### src/rtl/level_bar_pkg.sv
// Shared constants and helpers for the level bar display controller.
package level_bar_pkg;

    // Display mode select values
    localparam logic MODE_BAR = 1'b0;
    localparam logic MODE_DOT = 1'b1;

    // Width needed to hold counts 0..n-1, never less than one bit
    function automatic int cnt_w(input int n);
        return (n <= 1) ? 1 : $clog2(n);
    endfunction

endpackage

### src/rtl/level_bar_ctrl_therm_dec.sv
// Combinational level-code decoder: thermometer (bar) or one-hot (dot).
module therm_dec
    import level_bar_pkg::*;
#(
    parameter int WIDTH = 4
) (
    input  logic [WIDTH-1:0]      code_i,
    input  logic                  mode_i,
    output logic [2**WIDTH-1:0]   vec_o
);

    localparam int DISP_W = 2**WIDTH;

    // Each output bit compares its own index against the code
    always_comb begin
        vec_o = '0;
        for (int i = 0; i < DISP_W; i++) begin
            if (mode_i == MODE_DOT) begin
                vec_o[i] = (code_i == i[WIDTH-1:0]);
            end else begin
                vec_o[i] = (code_i >= i[WIDTH-1:0]);
            end
        end
    end

endmodule

### src/rtl/level_bar_ctrl.sv
// Level meter controller: captures a level code, tracks a held and
// slowly decaying peak, and drives a bar or dot display vector.
// en_i is a plain capture strobe: level_i is taken on every rising edge
// where en_i is high; there is no back-pressure.
module level_bar_ctrl
    import level_bar_pkg::*;
#(
    parameter int WIDTH        = 4,
    parameter int HOLD_CYCLES  = 8,
    parameter int DECAY_CYCLES = 4
) (
    input  logic                  clk,
    input  logic                  reset,
    input  logic                  en_i,
    input  logic [WIDTH-1:0]      level_i,
    input  logic                  mode_i,
    input  logic                  peak_en_i,
    input  logic                  clear_i,
    output logic [2**WIDTH-1:0]   disp_o,
    output logic [WIDTH-1:0]      cur_o,
    output logic [WIDTH-1:0]      peak_o,
    output logic                  valid_o
);

    localparam int DISP_W = 2**WIDTH;
    localparam int HW     = cnt_w(HOLD_CYCLES + 1);
    localparam int DW     = cnt_w(DECAY_CYCLES);

    logic [WIDTH-1:0] cur_q,   cur_d;
    logic [WIDTH-1:0] peak_q,  peak_d;
    logic             valid_q, valid_d;
    logic [HW-1:0]    hold_q,  hold_d;
    logic [DW-1:0]    decay_q, decay_d;

    logic              peak_cap;
    logic [DISP_W-1:0] dec_vec;
    logic [DISP_W-1:0] peak_mask;

    // Next-state: capture, then peak capture > hold countdown > decay
    always_comb begin
        cur_d    = cur_q;
        valid_d  = valid_q;
        peak_d   = peak_q;
        hold_d   = hold_q;
        decay_d  = decay_q;
        peak_cap = en_i && ((level_i >= peak_q) || !valid_q);

        if (en_i) begin
            cur_d   = level_i;
            valid_d = 1'b1;
        end

        if (peak_cap) begin
            peak_d  = level_i;
            hold_d  = HW'(HOLD_CYCLES);
            decay_d = '0;
        end else if (hold_q != '0) begin
            hold_d = hold_q - 1'b1;
        end else if (peak_q > cur_q) begin
            // Decrementing only while peak > cur keeps peak >= cur and >= 0
            if (decay_q == DW'(DECAY_CYCLES - 1)) begin
                peak_d  = peak_q - 1'b1;
                decay_d = '0;
            end else begin
                decay_d = decay_q + 1'b1;
            end
        end
    end

    // All state: async reset, then synchronous clear, then next-state
    always_ff @(posedge clk or posedge reset) begin
        if (reset) begin
            cur_q   <= '0;
            peak_q  <= '0;
            valid_q <= 1'b0;
            hold_q  <= '0;
            decay_q <= '0;
        end else if (clear_i) begin
            cur_q   <= '0;
            peak_q  <= '0;
            valid_q <= 1'b0;
            hold_q  <= '0;
            decay_q <= '0;
        end else begin
            cur_q   <= cur_d;
            peak_q  <= peak_d;
            valid_q <= valid_d;
            hold_q  <= hold_d;
            decay_q <= decay_d;
        end
    end

    therm_dec #(.WIDTH(WIDTH)) u_cur_dec (
        .code_i (cur_q),
        .mode_i (mode_i),
        .vec_o  (dec_vec)
    );

    assign peak_mask = {{(DISP_W-1){1'b0}}, 1'b1} << peak_q;

    // Display: blank until valid, optional peak marker OR-ed on top
    always_comb begin
        disp_o = '0;
        if (valid_q) begin
            disp_o = dec_vec;
            if (peak_en_i) begin
                disp_o = disp_o | peak_mask;
            end
        end
    end

    assign cur_o   = cur_q;
    assign peak_o  = peak_q;
    assign valid_o = valid_q;

endmodule

### config.mk
export PLATFORM = sky130hd
export DESIGN_NAME = level_bar_ctrl
export DESIGN_NICKNAME = d
export VERILOG_FILES = /design/src/rtl/level_bar_pkg.sv /design/src/rtl/level_bar_ctrl_therm_dec.sv /design/src/rtl/level_bar_ctrl.sv
export SDC_FILE = /design/constraint.sdc
export NUM_CORES = 1
export LEC_CHECK = 0
export BUFFER_PORTS_ARGS = -buffer_cell sky130_fd_sc_hd__buf_2
export CAP_MARGIN = 20
export CORE_ASPECT_RATIO = 0.9
export CORE_MARGIN = 4
export CORE_UTILIZATION = 40
export CTS_CLUSTER_SIZE = 8
export DETAILED_ROUTE_END_ITERATION = 6
export GPL_TIMING_DRIVEN = 1
export PLACE_DENSITY = 0.62
export SLEW_MARGIN = 20
export SYNTH_ARGS = -nofsm -noshare
export SYNTH_HDL_FRONTEND = slang
export SYNTH_SLANG_ARGS = --single-unit
### constraint.sdc
create_clock -name clk -period 4.4 [get_ports clk]
set_input_delay 0.66 -clock clk [delete_from_list [all_inputs] [get_ports clk]]
set_output_delay 0.66 -clock clk [all_outputs]
set_load 0.05 [all_outputs]
==> results.rst, run 1 <==
.. list-table::
   :header-rows: 1

   * - Metric
     - Value
   * - Buffers inserted by post-CTS timing repair
     - 0
   * - Cell Area, Synth
     - 1420 µm²
   * - Half-perimeter wire length after placement
     - 2800 µm
   * - Unrepaired setup endpoints after global routing
     - false
   * - # nets final
     - 232
   * - Post-detailed-route via-to-cell ratio
     - 5.60
   * - H-Tree Depth
     - 1
   * - Maximum clock frequency
     - 0.392 GHz
   * - Reg-to-reg slack, setup
     - 2170 ps
   * - Max Root-Sink Buffers
     - 2
   * - Number of distinct library cells after synthesis
     - 40
   * - Met2 usage in global routing
     - 26.3%
   * - Area of the placeable core
     - 3400 µm²
   * - TritonCTS clock tree
     - built
   * - Highest ir drop seen on vdd
     - 0.000186 V
   * - Final Cycle Share
     - 58.0%
   * - Vias in the first global route
     - 1311
   * - Signal arrival time at the worst endpoint
     - 1890 ps
   * - Global-route wire length before repair
     - 6040 µm
   * - Number of buffers created by CTS
     - 3
   * - CTS clk-pin slew, worst paths
     - 60 ps
   * - DIE WIDTH
     - 70.8 µm
   * - Leakage Power
     - 0.778 nW
   * - Launching point of the worst reg2reg path
     - cur_o[3]
   * - Fraction of layout instances using a drive strength above 1
     - 24.4%
   * - Antenna cells
     - 0
   * - Largest fanout on the critical path
     - 14
   * - Nature of the critical path startpoint
     - flop
   * - Critical Path End Type
     - output port
   * - Number of antenna violations at the first check in global routing
     - 0
   * - Number of fillers in the final layout
     - 363
   * - Remaining number of nets flagged by the antenna check after routing
     - 0
   * - Rel. slew slack
     - 62.0%
   * - Post-synthesis average cell area
     - 8.03 µm²
   * - Resize count post-CTS
     - 0
   * - Met1 Use GR
     - 21.7%
   * - Initial core utilization
     - 41.8%
   * - Largest cells by area after synthesis
     - sky130_fd_sc_hd__dfrtp_1, sky130_fd_sc_hd__ha_1, sky130_fd_sc_hd__a21oi_1
   * - Number of detailed-routing iterations run before antenna repair
     - 4
   * - Area Growth Syn to Fin
     - 16.4%
   * - Latest clock arrival within the worst-skew pair
     - 260 ps
   * - Final min period
     - 2550 ps
   * - Pwr per Cell Area
     - 314 nW/µm²
   * - Type of the setup path with the least slack
     - reg2out
   * - Clock root buffer
     - sky130_fd_sc_hd__clkbuf_8
   * - Most common cell after layout, fill and taps aside
     - sky130_fd_sc_hd__buf_2
   * - Critical path origin
     - cur_o[0]
   * - Final Setup Violations
     - 0
   * - I/O Pins
     - 35
   * - Yosys Warn Count
     - 0
   * - Std cell rows
     - 20
   * - Overall Global Routing Usage
     - 16.3%
   * - Vias
     - 1395
   * - Clock tree sinks
     - 15
   * - Total congestion overflow after global routing
     - 0
   * - Count of hold-fix buffers inserted at cts
     - 0
   * - M3 GR Usage
     - 2.79%
   * - Count of mapped cells out of synthesis
     - 177
   * - Path type of the worst min-delay path
     - in2async
   * - Number of cells traversed by the worst register-to-register path
     - 6
   * - Port Buf Inserts
     - 34
   * - Capturing element of the worst setup path
     - disp_o[4]
   * - Instance count after placement with tap cells included
     - 245
   * - Routed WL per cell
     - 14.4 µm
   * - Pin count of the biggest net entering global routing
     - 18
   * - Commonest cells after routing, fill and taps aside
     - sky130_fd_sc_hd__buf_2, sky130_fd_sc_hd__nor2_1, sky130_fd_sc_hd__a21oi_1
   * - Pins Over Slew Limit
     - 0
   * - Share of synthesized area occupied by flip-flops and latches
     - 26.4%
   * - Synthesized Nets
     - 203
   * - Die Span Y
     - 64.6 µm
   * - Die Outline Area
     - 4570 µm²
   * - Total Negative Setup Slacks
     - 0 ps
   * - MaxCap Viol Count
     - 0
   * - Grt peak-use layer
     - met2
   * - Sum of routed wire length over all layers
     - 3580 µm
   * - Non-Filler Instances
     - 249
   * - Area fraction of the dominant cell type after synthesis
     - 26.4%
   * - Final Hold Violating Endpoints
     - 0
   * - Drt initial violations
     - 123
   * - Remaining DRCs
     - 0
   * - Worst r2r dst
     - peak_o[2]
   * - Worst endpoint required time
     - 3740 ps
   * - Placer's final routability congestion estimate
     - 0.866
   * - Run status
     - finished clean
   * - Top cell type by total area after synthesis
     - sky130_fd_sc_hd__dfrtp_1
   * - Setup clock skew after layout
     - 2.78 ps
   * - Synthesis-stage register bit count
     - 15
   * - Transition time of the tightest slew-check pin
     - 569 ps
## cells in the mapped netlist
| library cell | number |
|---|---|
| sky130_fd_sc_hd__inv_1 | 13 |
| sky130_fd_sc_hd__nand4_1 | 2 |
| sky130_fd_sc_hd__o21ai_0 | 9 |
| sky130_fd_sc_hd__a22o_1 | 1 |
| sky130_fd_sc_hd__and4_1 | 1 |
| sky130_fd_sc_hd__a31o_2 | 2 |
| sky130_fd_sc_hd__nand3_2 | 1 |
| sky130_fd_sc_hd__a211oi_2 | 2 |
| sky130_fd_sc_hd__a31oi_1 | 1 |
| sky130_fd_sc_hd__a21o_1 | 1 |
| sky130_fd_sc_hd__or2_2 | 1 |
| sky130_fd_sc_hd__nand3_1 | 2 |
| sky130_fd_sc_hd__a221oi_1 | 1 |
| sky130_fd_sc_hd__a32oi_1 | 4 |
| sky130_fd_sc_hd__nand2_1 | 10 |
| sky130_fd_sc_hd__a221oi_2 | 1 |
| sky130_fd_sc_hd__dfrtp_1 | 15 |
| sky130_fd_sc_hd__inv_2 | 1 |
| sky130_fd_sc_hd__a21oi_1 | 19 |
| sky130_fd_sc_hd__xnor2_1 | 4 |
| sky130_fd_sc_hd__a21oi_4 | 1 |
| sky130_fd_sc_hd__nor2_1 | 25 |
| sky130_fd_sc_hd__buf_2 | 1 |
| sky130_fd_sc_hd__ha_1 | 16 |
| sky130_fd_sc_hd__and2_1 | 1 |
| sky130_fd_sc_hd__mux2i_1 | 7 |
| sky130_fd_sc_hd__o211ai_1 | 2 |
| sky130_fd_sc_hd__nor3b_4 | 1 |
| sky130_fd_sc_hd__and3_1 | 2 |
| sky130_fd_sc_hd__nand2b_1 | 2 |
| sky130_fd_sc_hd__nor2b_1 | 2 |
| sky130_fd_sc_hd__o31ai_1 | 1 |
| sky130_fd_sc_hd__nor4_1 | 1 |
| sky130_fd_sc_hd__or3_1 | 2 |
| sky130_fd_sc_hd__clkbuf_1 | 9 |
| sky130_fd_sc_hd__nor3_1 | 6 |
| sky130_fd_sc_hd__o21ai_1 | 1 |
| sky130_fd_sc_hd__o211ai_2 | 1 |
| sky130_fd_sc_hd__a21oi_2 | 1 |
| sky130_fd_sc_hd__a22oi_1 | 4 |
## where the power goes
| part | internal, mW | switching, mW | total [mW] | leakage, nW |
|---|---|---|---|---|
| Combinational | 0.0827 | 0.145 | 0.227 | 0.554 |
| Sequential | 0.154 | 0.0235 | 0.177 | 0.199 |
| Clock | 0.0629 | 0.0523 | 0.115 | 0.0255 |
| Total | 0.299 | 0.220 | 0.520 | 0.778 |
## stage by stage
step / setup slack, ps / power (mW) / util [%] / hold slack (ps) / instance area [µm²]
2_1_floorplan: 1660 / 0.360 / - / 542 / 1420
3_3_place_gp: 2170 / 0.400 / 47.2 / 534 / 1610
3_5_place_dp: 2140 / 0.407 / 47.2 / 537 / 1610
6_report: 1850 / 0.520 / 48.6 / 450 / 1650
4_1_cts: 1860 / 0.523 / 48.6 / 467 / 1650
5_1_grt: 1720 / 0.557 / 48.6 / 497 / 1650
## cells by family (layout without fill, tap and decap cells)
kind of cell	after synthesis	in the layout	synth area share, %
AOI/OAI and AO/OA	52	52	25.3
xor gates and xnor gates	4	4	2.46
adders and majority gates	16	16	14.1
buffers and inverters	24	52	6.43
DFF	15	15	26.4
muxes	7	7	4.93
and+or+nand+nor	59	59	20.4
## sequential cells by signal, summed over array words and instances, names as in the netlist
name	cells
cur_o	4
valid_o	1
hold_q	4
peak_o	4
decay_q	2
## cell type report
class                           instances  area [µm²]  area share (%)
Clock inverter                          1        5.00           0.303
Clock buffer                            3        41.3            2.50
Tap cell                               44        55.1            3.33
Inverter                               14        52.6            3.18
Timing Repair Buffer                   34         170            10.3
Sequential cell                        15         375            22.7
Multi-Input combinational cell        138         955            57.7
## worst min-delay path by stage
stage	startpoint	cells past startpoint	end	slack (ps)
floorplan	decay_q[1]	2	decay_q[1]	540
global placement	valid_o	2	valid_o	530
detailed placement	valid_o	2	valid_o	540
CTS	reset	2	peak_o[0]	470
global route	reset	2	hold_q[3]	500
finish	reset	2	peak_o[0]	450
## critical path, cell delays in order (launching register included)
cell                      delay, ps
sky130_fd_sc_hd__dfrtp_1        530
sky130_fd_sc_hd__or2_2          420
sky130_fd_sc_hd__o21ai_0        140
sky130_fd_sc_hd__o21ai_0        100
sky130_fd_sc_hd__a21oi_1        160
sky130_fd_sc_hd__buf_2          280
## metal layers
layer / part of all wire (%) / vias to the layer above
met4: 1.8 / 0
li1: - / 690
met3: 5.7 / 7
met2: 45 / 48
met1: 47 / 650
met5: 0 / -
(Power assumes the default switching activity.)
==> run 2, diff against run 1 <==
==> constraint.sdc (replaced) <==
create_clock -name clk -period 2.65 [get_ports clk]
set_input_delay 0.3975 -clock clk [delete_from_list [all_inputs] [get_ports clk]]
set_output_delay 0.3975 -clock clk [all_outputs]
set_load 0.05 [all_outputs]
==> results.rst, run 2 (synthesis gave the netlist of run 1 again) <==
.. list-table::
   :header-rows: 1

   * - Metric
     - Value
   * - Number of detailed-routing iterations run before antenna repair
     - 4
   * - Count of hold-fix buffers inserted at cts
     - 0
   * - Area Growth Syn to Fin
     - 16.9%
   * - Sum of routed wire length over all layers
     - 3710 µm
   * - Half-perimeter wire length after placement
     - 2920 µm
   * - Max Root-Sink Buffers
     - 2
   * - Remaining DRCs
     - 0
   * - Unrepaired setup endpoints after global routing
     - false
   * - DIE WIDTH
     - 70.8 µm
   * - Signal arrival time at the worst endpoint
     - 1870 ps
   * - Clock tree sinks
     - 15
   * - Nature of the critical path startpoint
     - flop
   * - I/O Pins
     - 35
   * - Drt initial violations
     - 186
   * - Total congestion overflow after global routing
     - 0
   * - Number of antenna violations at the first check in global routing
     - 0
   * - Maximum single-stage delay on the critical path
     - 530 ps
   * - Final Hold Violating Endpoints
     - 0
   * - Final Setup Violations
     - 0
   * - Commonest cells after routing, fill and taps aside
     - sky130_fd_sc_hd__buf_2, sky130_fd_sc_hd__nor2_1, sky130_fd_sc_hd__a21oi_1
   * - Largest fanout on the critical path
     - 14
   * - TritonCTS clock tree
     - built
   * - Post-detailed-route via-to-cell ratio
     - 5.54
   * - Area of the multi-input gates
     - 955 µm²
   * - Final min period
     - 2270 ps
   * - Worst endpoint required time
     - 2250 ps
   * - H-Tree Depth
     - 1
   * - Die Span Y
     - 64.6 µm
   * - Path type of the worst min-delay path
     - in2async
   * - Final core utilization
     - 48.8%
   * - Type of the setup path with the least slack
     - reg2out
   * - Final Cycle Share
     - 85.5%
   * - Remaining number of nets flagged by the antenna check after routing
     - 0
   * - Std cell rows
     - 20
   * - Leakage Power
     - 0.783 nW
   * - Global-route wire length before repair
     - 6400 µm
   * - Clock root buffer
     - sky130_fd_sc_hd__clkbuf_8
   * - Setup clock skew after layout
     - 3.21 ps
   * - Antenna cells
     - 0
   * - Vias
     - 1384
   * - Run status
     - finished clean
   * - Pwr per Cell Area
     - 522 nW/µm²
   * - Fraction of layout instances using a drive strength above 1
     - 24.8%
   * - Transition time of the tightest slew-check pin
     - 576 ps
   * - Port Buf Inserts
     - 34
   * - Critical path's slowest cell
     - sky130_fd_sc_hd__dfrtp_1
   * - # nets final
     - 233
   * - Die Outline Area
     - 4570 µm²
   * - Overall Global Routing Usage
     - 17.3%
   * - Number of buffers created by CTS
     - 3
   * - Latest clock arrival within the worst-skew pair
     - 250 ps
   * - Resize count post-CTS
     - 0
   * - Most prevalent standard cell on the critical path
     - sky130_fd_sc_hd__o21ai_0
   * - Routed WL per cell
     - 14.8 µm
   * - Critical Path End Type
     - output port
   * - Worst-path cell chain
     - or2_2 -> o21ai_0 -> o21ai_0 -> a21oi_1 -> buf_2
   * - Placer's final routability congestion estimate
     - 0.815
   * - Pin count of the biggest net entering global routing
     - 18
   * - Register area
     - 375 µm²
   * - Highest ir drop seen on vdd
     - 0.000391 V
   * - Number of fillers in the final layout
     - 364
   * - Pins Over Slew Limit
     - 0
   * - Vias in the first global route
     - 1333
   * - Most common cell after layout, fill and taps aside
     - sky130_fd_sc_hd__buf_2
   * - Total Negative Setup Slacks
     - 0 ps
   * - Initial core utilization
     - 41.8%
   * - CTS clk-pin slew, worst paths
     - 60 ps
   * - MaxCap Viol Count
     - 0
   * - Rel. slew slack
     - 61.6%
   * - Maximum clock frequency
     - 0.441 GHz
   * - Area of the placeable core
     - 3400 µm²
   * - Buffers inserted by post-CTS timing repair
     - 0
-- run 2: cell types whose count changed in the layout (fill, tap and decap cells not counted), sizes merged --
cell	change
buf	+1
-- run 2: area by class of cell --
type                    instances  area share [%]
flip-flops and latches         15            22.6
inverters                      14            3.16
clock inverters                 1           0.301
repair buffers                 35            10.7
well taps                      44            3.31
clock buffers                   3            2.48
multi-input cells             138            57.5
-- run 2: worst paths after layout --
kind	slack [ps]	endpoint	depth (start not counted)	startpoint
max in group asynchronous	2080	peak_o[2]	2	reset
max	380	disp_o[4]	5	cur_o[0]
min reg2reg	570	valid_o	2	valid_o
min	200	valid_o	2	reset
max reg2reg	600	peak_o[2]	7	cur_o[1]
min in group clk	430	cur_o[0]	3	level_i[0]
-- run 2: through the flow --
step,setup slack (ps),hold WS (ps),power (mW),instances,cell area (µm²)
2_1_floorplan,175,299,0.597,177,1420
3_5_place_dp,632,502,0.685,246,1620
4_1_cts,394,234,0.871,250,1660
3_3_place_gp,688,478,0.666,246,1620
5_1_grt,255,256,0.930,250,1660
6_report,384,199,0.868,250,1660
-- run 2: worst max-delay path: cells and delay by family (launching register included) --
family	cells	cell delay (ps)
AND/OR/NAND/NOR	1	410
flip-flops	1	530
AO/OA/AOI/OAI	3	410
buffers and inverters	1	270
-- run 2: report_power, final --
group	internal (mW)	total [mW]	switching, mW
combinational	0.139	0.391	0.252
sequential	0.255	0.292	0.0366
clock	0.104	0.185	0.0806
-- run 2: per-layer routing --
| layer | up-vias | track usage [%] | routed length, µm |
|---|---|---|---|
| li1 | 689 | - | - |
| met4 | 0 | 4.23 | 31 |
| met5 | - | 0 | 0 |
| met2 | 51 | 27.7 | 1660 |
| met3 | 4 | 3.10 | 271 |
| met1 | 640 | 24.0 | 1750 |
==> run 3, diff against run 2 <==
--- a/config.mk
+++ b/config.mk
@@ -14,6 +14,7 @@
 export DETAILED_ROUTE_END_ITERATION = 6
 export GPL_TIMING_DRIVEN = 1
 export PLACE_DENSITY = 0.62
+export RECOVER_POWER = 50
 export SLEW_MARGIN = 20
 export SYNTH_ARGS = -nofsm -noshare
 export SYNTH_HDL_FRONTEND = slang
==> results.rst, run 3 (synthesis gave the netlist of run 1 again) <==
.. list-table::
   :header-rows: 1

   * - Metric
     - Value
   * - Resize count post-CTS
     - 0
   * - Area Growth Syn to Fin
     - 16.0%
   * - Number of cells traversed by the worst register-to-register path
     - 7
   * - Half-perimeter wire length after placement
     - 2920 µm
   * - Final min period
     - 2270 ps
   * - Pin count of the biggest net entering global routing
     - 18
   * - MaxCap Viol Count
     - 0
   * - Global-route wire length before repair
     - 6400 µm
   * - Vias
     - 1370
   * - Leakage Power
     - 0.753 nW
   * - Transition time of the tightest slew-check pin
     - 606 ps
   * - Commonest cells after routing, fill and taps aside
     - sky130_fd_sc_hd__buf_2, sky130_fd_sc_hd__nor2_1, sky130_fd_sc_hd__a21oi_1
   * - Latest clock arrival within the worst-skew pair
     - 250 ps
   * - I/O Pins
     - 35
   * - Most common cell after layout, fill and taps aside
     - sky130_fd_sc_hd__buf_2
   * - Die Outline Area
     - 4570 µm²
   * - Launching point of the worst reg2reg path
     - cur_o[1]
   * - Nature of the critical path startpoint
     - flop
   * - Initial core utilization
     - 41.8%
   * - Path type of the worst min-delay path
     - in2async
   * - Largest fanout on the critical path
     - 14
   * - CTS clk-pin slew, worst paths
     - 60 ps
   * - Type of the setup path with the least slack
     - reg2out
   * - Final Hold Violating Endpoints
     - 0
   * - Worst r2r dst
     - peak_o[2]
   * - Final Cycle Share
     - 85.8%
   * - DIE WIDTH
     - 70.8 µm
   * - Highest ir drop seen on vdd
     - 0.000391 V
   * - Port Buf Inserts
     - 34
   * - H-Tree Depth
     - 1
   * - Unrepaired setup endpoints after global routing
     - false
   * - Clock tree sinks
     - 15
   * - TritonCTS clock tree
     - built
   * - # nets final
     - 233
   * - Sum of routed wire length over all layers
     - 3710 µm
   * - Reg-to-reg slack, setup
     - 590 ps
   * - Total congestion overflow after global routing
     - 0
   * - Worst endpoint required time
     - 2250 ps
   * - Die Span Y
     - 64.6 µm
   * - Placer's final routability congestion estimate
     - 0.815
   * - Buffers inserted by post-CTS timing repair
     - 0
   * - Run status
     - finished clean
   * - Drt initial violations
     - 160
   * - Number of detailed-routing iterations run before antenna repair
     - 4
   * - Pwr per Cell Area
     - 525 nW/µm²
   * - Number of antenna violations at the first check in global routing
     - 0
   * - Final core utilization
     - 48.5%
   * - Signal arrival time at the worst endpoint
     - 1880 ps
   * - Number of buffers created by CTS
     - 3
   * - Post-detailed-route via-to-cell ratio
     - 5.48
   * - Remaining number of nets flagged by the antenna check after routing
     - 0
   * - Final Setup Violations
     - 0
   * - Rel. slew slack
     - 59.8%
   * - Area of the placeable core
     - 3400 µm²
   * - Pins Over Slew Limit
     - 0
   * - Antenna cells
     - 0
   * - Fraction of layout instances using a drive strength above 1
     - 20.9%
   * - Critical Path End Type
     - output port
   * - Routed WL per cell
     - 14.8 µm
   * - Overall Global Routing Usage
     - 17.3%
   * - Remaining DRCs
     - 0
   * - Std cell rows
     - 20
   * - Vias in the first global route
     - 1333
   * - Total Negative Setup Slacks
     - 0 ps
   * - Maximum clock frequency
     - 0.440 GHz
   * - Critical path origin
     - cur_o[0]
   * - Clock root buffer
     - sky130_fd_sc_hd__clkbuf_8
   * - Max Root-Sink Buffers
     - 2
   * - Count of hold-fix buffers inserted at cts
     - 0
   * - Setup clock skew after layout
     - 3.30 ps
[run 3: worst max-delay path by stage]
stage	end	depth (start not counted)	slack, ps
after floorplan	disp_o[4]	5	180
after CTS	disp_o[4]	5	390
after detailed placement	peak_o[2]	7	630
after global routing	disp_o[15]	5	260
final	disp_o[4]	5	380
after global placement	hold_q[2]	6	690
[run 3: power by group]
part,switching (mW),internal (mW)
Clock,0.0806,0.104
Combinational,0.252,0.136
Sequential,0.0365,0.255
Total,0.369,0.496
[run 3: metrics by stage]
stage	hold WS (ps)	area (µm²)	power [mW]	instances	setup WS [ps]
3_5_place_dp	502	1620	0.685	246	632
2_1_floorplan	299	1420	0.597	177	175
4_1_cts	234	1660	0.871	250	394
5_1_grt	256	1650	0.927	250	255
6_report	199	1650	0.865	250	375
3_3_place_gp	478	1620	0.666	246	688
[run 3: final cells by class]
cell class                 instances  area [µm²]
multi-input combinational        138         955
clock inverter                     1        5.00
fill                             369        1750
sequential                        15         375
inverter                          14        52.6
tap                               44        55.1
timing repair buffer              35         165
clock buffer                       3        41.3
[run 3: worst max-delay path, cell delays in order (launching register included)]
cell and delay (ps):
sky130_fd_sc_hd__dfrtp_1 530, sky130_fd_sc_hd__or2_2 410, sky130_fd_sc_hd__o21ai_0 150, sky130_fd_sc_hd__o21ai_0 100
sky130_fd_sc_hd__a21oi_1 160, sky130_fd_sc_hd__buf_2 270
[run 3: metal layers]
| layer | share of wire [%] | vias to the layer above | global-route usage, % |
|---|---|---|---|
| met5 | 0 | - | 0 |
| met4 | 0.84 | 0 | 4.23 |
| met3 | 7.2 | 4 | 3.10 |
| met2 | 44 | 51 | 27.7 |
| met1 | 47 | 628 | 24.0 |
| li1 | - | 687 | - |
